### src/rtl/tff_arb_pkg.sv
`default_nettype none
// ============================================================================
// Module   : tff_arb_pkg
// Brief    : Shared types, sizes and the round-robin pick function for the
//            toggle-bank arbiter.
// Revision : 1.0 - initial release
// ============================================================================
package tff_arb_pkg;

  // Two-state arbitration FSM
  typedef enum logic {
    ST_IDLE  = 1'b0,
    ST_APPLY = 1'b1
  } state_t;

  // Index registers are sized for the largest supported requester count so
  // the pick function has one fixed signature for every N_REQ.
  localparam int MAX_REQ = 8;
  localparam int IDX_W   = $clog2(MAX_REQ);

  // First set request at or after ptr, wrapping modulo n_req.
  // Returns 0 when nothing is requested (the caller qualifies with |req).
  function automatic logic [IDX_W-1:0] rr_pick(
    input logic [MAX_REQ-1:0] req,
    input logic [IDX_W-1:0]   ptr,
    input int                 n_req
  );
    logic [IDX_W:0] j;
    logic           found;
    rr_pick = '0;
    found   = 1'b0;
    for (int k = 0; k < MAX_REQ; k++) begin
      // ptr < n_req and k < n_req, so one subtraction wraps the sum
      j = {1'b0, ptr} + (IDX_W+1)'(k);
      if (j >= (IDX_W+1)'(n_req)) begin
        j = j - (IDX_W+1)'(n_req);
      end
      if ((k < n_req) && !found && req[j[IDX_W-1:0]]) begin
        rr_pick = j[IDX_W-1:0];
        found   = 1'b1;
      end
    end
  endfunction

endpackage
`default_nettype wire

### src/rtl/tff_bank.sv
`default_nettype none
// ============================================================================
// Module   : tff_bank
// Brief    : WIDTH toggle flip-flops. Bit i toggles when en & t[i]; a
//            synchronous clear wins over any toggle in the same cycle.
// Revision : 1.0 - initial release
// ============================================================================
module tff_bank #(
  parameter int WIDTH = 8
) (
  input  logic             clk,
  input  logic             rst,    // asynchronous, active-low
  input  logic             clr,
  input  logic             en,
  input  logic [WIDTH-1:0] t,
  output logic [WIDTH-1:0] q
);

  logic [WIDTH-1:0] bank_q;
  logic [WIDTH-1:0] bank_d;

  // Next bank value: clear first, then the masked toggle
  always_comb begin
    bank_d = bank_q;
    if (clr) begin
      bank_d = '0;
    end else if (en) begin
      bank_d = bank_q ^ t;
    end
  end

  // Bank storage
  always_ff @(posedge clk or negedge rst) begin
    if (!rst) begin
      bank_q <= '0;
    end else begin
      bank_q <= bank_d;
    end
  end

  assign q = bank_q;

endmodule
`default_nettype wire

### src/rtl/tff_toggle_arbiter.sv
`default_nettype none
// ============================================================================
// Module   : tff_toggle_arbiter
// Brief    : Round-robin arbiter serialising N_REQ toggle masks onto one
//            shared bank of WIDTH T flip-flops. One grant per two cycles:
//            IDLE captures winner and mask, APPLY pulses gnt and toggles.
// Config   : TFF_ARB_GRANT_COUNT_EN adds a saturating 16-bit grant counter
//            output (grant_cnt).
// Revision : 1.0 - initial release
// ============================================================================
module tff_toggle_arbiter #(
  parameter int N_REQ = 4,   // 2..8
  parameter int WIDTH = 8
) (
  input  logic                   clk,
  input  logic                   rst,    // asynchronous, active-low
  input  logic                   clr,
  input  logic [N_REQ-1:0]       req,
  input  logic [N_REQ*WIDTH-1:0] mask,
  output logic [N_REQ-1:0]       gnt,
  output logic [WIDTH-1:0]       q,
  output logic                   busy
`ifdef TFF_ARB_GRANT_COUNT_EN
  ,
  output logic [15:0]            grant_cnt
`endif
);

  import tff_arb_pkg::*;

  state_t           state_q,    state_d;
  logic [IDX_W-1:0] idx_q,      idx_d;
  logic [IDX_W-1:0] rr_ptr_q,   rr_ptr_d;
  logic [WIDTH-1:0] mask_cap_q, mask_cap_d;
  logic [N_REQ-1:0] gnt_q,      gnt_d;
  logic             busy_q,     busy_d;

  logic [MAX_REQ-1:0] w_req_pad;
  logic [IDX_W-1:0]   w_pick;
  logic [WIDTH-1:0]   w_mask_sel;
  logic               w_apply_en;

  // Round-robin winner and its mask slice
  always_comb begin
    w_req_pad             = '0;
    w_req_pad[N_REQ-1:0]  = req;
    w_pick                = rr_pick(w_req_pad, rr_ptr_q, N_REQ);
    w_mask_sel            = '0;
    for (int i = 0; i < N_REQ; i++) begin
      if (w_pick == IDX_W'(i)) begin
        w_mask_sel = mask[i*WIDTH +: WIDTH];
      end
    end
  end

  // FSM next-state and registered-output logic
  always_comb begin
    state_d    = state_q;
    idx_d      = idx_q;
    rr_ptr_d   = rr_ptr_q;
    mask_cap_d = mask_cap_q;
    gnt_d      = '0;
    busy_d     = 1'b0;
    case (state_q)
      ST_IDLE: begin
        if (|req) begin
          state_d    = ST_APPLY;
          idx_d      = w_pick;
          mask_cap_d = w_mask_sel;
          busy_d     = 1'b1;
          // grant is registered so it is high exactly during APPLY
          for (int i = 0; i < N_REQ; i++) begin
            gnt_d[i] = (w_pick == IDX_W'(i));
          end
        end
      end
      ST_APPLY: begin
        state_d  = ST_IDLE;
        rr_ptr_d = (idx_q == IDX_W'(N_REQ-1)) ? '0 : idx_q + 1'b1;
      end
      default: begin
        state_d = ST_IDLE;
      end
    endcase
  end

  // FSM state and registered outputs
  always_ff @(posedge clk or negedge rst) begin
    if (!rst) begin
      state_q    <= ST_IDLE;
      idx_q      <= '0;
      rr_ptr_q   <= '0;
      mask_cap_q <= '0;
      gnt_q      <= '0;
      busy_q     <= 1'b0;
    end else begin
      state_q    <= state_d;
      idx_q      <= idx_d;
      rr_ptr_q   <= rr_ptr_d;
      mask_cap_q <= mask_cap_d;
      gnt_q      <= gnt_d;
      busy_q     <= busy_d;
    end
  end

  assign w_apply_en = (state_q == ST_APPLY);
  assign gnt        = gnt_q;
  assign busy       = busy_q;

  tff_bank #(
    .WIDTH (WIDTH)
  ) u_bank (
    .clk (clk),
    .rst (rst),
    .clr (clr),
    .en  (w_apply_en),
    .t   (mask_cap_q),
    .q   (q)
  );

`ifdef TFF_ARB_GRANT_COUNT_EN
  logic [15:0] grant_cnt_q, grant_cnt_d;

  // Saturating count of APPLY cycles; clr leaves it alone
  always_comb begin
    grant_cnt_d = grant_cnt_q;
    if (w_apply_en && (grant_cnt_q != 16'hFFFF)) begin
      grant_cnt_d = grant_cnt_q + 16'd1;
    end
  end

  // Grant counter storage
  always_ff @(posedge clk or negedge rst) begin
    if (!rst) begin
      grant_cnt_q <= '0;
    end else begin
      grant_cnt_q <= grant_cnt_d;
    end
  end

  assign grant_cnt = grant_cnt_q;
`endif

endmodule
`default_nettype wire
### config.mk
export PLATFORM = sky130hd
export DESIGN_NAME = tff_toggle_arbiter
export DESIGN_NICKNAME = d
export VERILOG_FILES = /design/src/rtl/tff_arb_pkg.sv /design/src/rtl/tff_bank.sv /design/src/rtl/tff_toggle_arbiter.sv
export SDC_FILE = /design/constraint.sdc
export NUM_CORES = 1
export LEC_CHECK = 0
export CAP_MARGIN = 20
export CORE_UTILIZATION = 49
export CTS_CLUSTER_DIAMETER = 200
export DETAILED_ROUTE_END_ITERATION = 6
export PLACE_DENSITY_LB_ADDON = 0.05
export SYNTH_ARGS = -nofsm -noshare
export SYNTH_HDL_FRONTEND = slang
export SYNTH_SLANG_ARGS = --single-unit
### constraint.sdc
create_clock -name clk -period 6.2 [get_ports clk]
set_clock_uncertainty 0.15 [all_clocks]
set_input_delay 0.62 -clock clk [delete_from_list [all_inputs] [get_ports clk]]
set_output_delay 0.62 -clock clk [all_outputs]
set_load 0.005 [all_outputs]
==> impl_metrics.tcl <==
set metrics [dict create \
    grt_max_degree 28 \
    io_buffer_count 51 \
    hold_class "flip-flop to flip-flop" \
    cts_buffer_depth 2 \
    synthMuxAreaShare 0.164 \
    grt_overflow 0 \
    cts_buffers 3 \
    htreeDepth 1 \
    finalSetupViolCount 0 \
    cts_tree "built" \
    antenna_found_initial 0 \
    rows 20 \
    clkTransAtPathRegs_ns 0.14 \
    synthTopCellsByArea "dfrtp_1 (43%), mux2i_1 (6.4%), xor2_1 (4.5%), mux4_2 (4.3%), mux2_2 (3.6%)" \
    drt_iter0_drc 104 \
    ctsRootBufferMaster "clkbuf_4" \
    start_util 0.515 \
    num_antenna_cells 0 \
    p_leak_nw 0.929 \
    netlist_area_um2 1570 \
    max_slew_margin 0.321 \
    synth_top_cell_by_area "dfrtp_1" \
    max_freq_mhz 264 \
    startpoint_type "flip-flop" \
    hold_viol 0 \
    cts_setup_buffers 0 \
    synth_top_family_by_area "multiplexers" \
    final_cell_mix "clkdlybuf4s50_1 (51), dfrtp_1 (27), nor2_1 (14)" \
    final_antenna_net_count 0 \
    dp_hpwl_mm 2.85 \
    ys_ff_latch 27 \
    post_drt_wl_per_cell_um 15.3 \
    die_area_um2 3440 \
    chipWidth_um 58.6 \
    async_flop_share 1.00 \
    power_density_nw_per_um2 438 \
    fin_crit_ns 3.78 \
    utilization 0.698 \
    dp.cells 238 \
    critical_path_class "flip-flop to flip-flop" \
    cts.sinks 27 \
    syn_avg_cell_area_um2 10.6 \
    die_y_um 58.6 \
    period_share 0.610 \
    synthFlopType "dfrtp_1" \
    nNetsFinal 241 \
    grt_pass1_wl_mm 6.10 \
    power_uw 934 \
    synth_cells 148 \
    viasPerCell 5.40 \
    layout-drive-gt1-share 0.0758 \
    syn2layout_area_growth_pct 35.7 \
    postCtsHoldBufs 0 \
    clk_latency_ns 0.32 \
    cp.arrival_ns 3.86 \
    fin_cells 242 \
    synth_cell_types 41 \
    cap_viol_max_count 0 \
    rsz0062_at_grt "false" \
    setup-tns-final_ns 0 \
    io_pins 52 \
    synth-simple-area-share 0.158 \
    wl_mm 3.71 \
    maxSlewViolCount 0 \
    synth_edf_count 0 \
    fillers 252 \
    num_vias 1306 \
    ir_drop_mv 0.219 \
    drc_errors 0 \
    status "completed" \
    gp_congestion 0.853 \
    yosysSeqAreaShare 0.430 \
    dr.pass1.iters 4 \
    worst_pin_slew_ns 1.01 \
    core_um2 3050 \
    required_ns 6.28 \
    cts_resized 0 \
    first_global_vias 1319 \
    syn-num-nets 190 \
    hold_ws_ns 0.355 \
    cp_max_fo 16 \
    track_usage 0.239 \
    synth.top_cell.area_share 0.430 \
    yosys.area_share.adder 0.0239 \
    cp-end-kind "flip-flop" \
    synth_compound_gate_area_share 0.140 \
    final_common_cell "clkdlybuf4s50_1" \
    yosysWarnings 0 \
    synth_xor_area_frac 0.0446 \
]
## per-layer routing
layer	wire [um]	GRT usage	part of all wire	vias to the layer above
met3	237	0.0418	0.064	4
met4	33	0.0612	0.0089	0
met1	1590	0.309	0.43	616
li1	-	-	-	634
met2	1850	0.415	0.50	52
met5	0	0	0	-
## kinds of logic after synthesis
logic type               after synthesis
AO/OA/AOI/OAI                         30
XOR/XNOR                               8
adder cells (fa/ha/maj)                3
buffers and inverters                 12
flip-flops                            27
multiplexers                          21
AND/OR/NAND/NOR                       47
## cells in the mapped netlist, types with 2 or more instances
library cell	number
o22ai_1	6
nor2_1	14
o21a_1	2
o21ai_0	2
nand2b_1	2
inv_1	5
buf_6	2
nor3_1	2
and3_1	2
nor3b_1	3
and2_1	3
mux2i_1	10
clkbuf_1	2
mux2_2	5
a21oi_1	5
dfrtp_1	27
mux4_2	3
a21o_1	4
a22oi_1	4
xor2_1	8
mux2_1	3
nand2_1	13
ha_1	3
## report_power, final
group | switching [mW] | total [mW] | internal [mW] | leakage (nW)
clock | 0.0504 | 0.0756 | 0.0252 | 0.0150
sequential | 0.0678 | 0.314 | 0.246 | 0.344
combinational | 0.255 | 0.545 | 0.290 | 0.570
## through the flow
| stage | worst slack [ns] | area, um^2 |
|---|---|---|
| after floorplan | 3.18 | 1570 |
| after global placement | 2.48 | 2110 |
| after detailed placement | 2.31 | 2110 |
| after CTS | 2.45 | 2130 |
| after global routing | 2.09 | 2130 |
| final | 2.42 | 2130 |
## critical path, cell delays in order (launching register included)
cell	delay (ns)
dfrtp_1	0.72
inv_1	0.19
ha_1	0.42
mux4_2	0.35
a21oi_1	0.25
a211oi_1	0.11
nor4_4	0.92
mux2_1	0.40
o22ai_1	0.13
a21oi_1	0.05
## layout make-up
cell class	count	area [um^2]	area share
clock buffers	4	26.3	0.0123
inverters	6	22.5	0.0106
multi-input cells	109	835	0.391
flip-flops and latches	27	676	0.317
well taps	44	55.1	0.0258
repair buffers	52	518	0.243
## state kept, by name, indices dropped and copies added, names as in the netlist
signal	cells
idx_q	3
u_bank.q	8
gnt	4
busy	1
mask_cap_q	8
rr_ptr_q	3
## worst paths after layout
check / endpoint / start / slack [ns] / cells after the start
setup / recovery: mask_cap_q[5] / rr_ptr_q[0] / 2.42 / 9
hold reg to reg: mask_cap_q[6] / mask_cap_q[6] / 0.36 / 1
max in group asynchronous: gnt[1] / rst / 5.14 / 2
min in group asynchronous: u_bank.q[1] / rst / 0.49 / 2
hold / removal: mask_cap_q[6] / mask_cap_q[6] / 0.36 / 1
setup reg to reg: mask_cap_q[5] / rr_ptr_q[0] / 2.42 / 9
No activity file was read; power rests on OpenSTA's default activity.
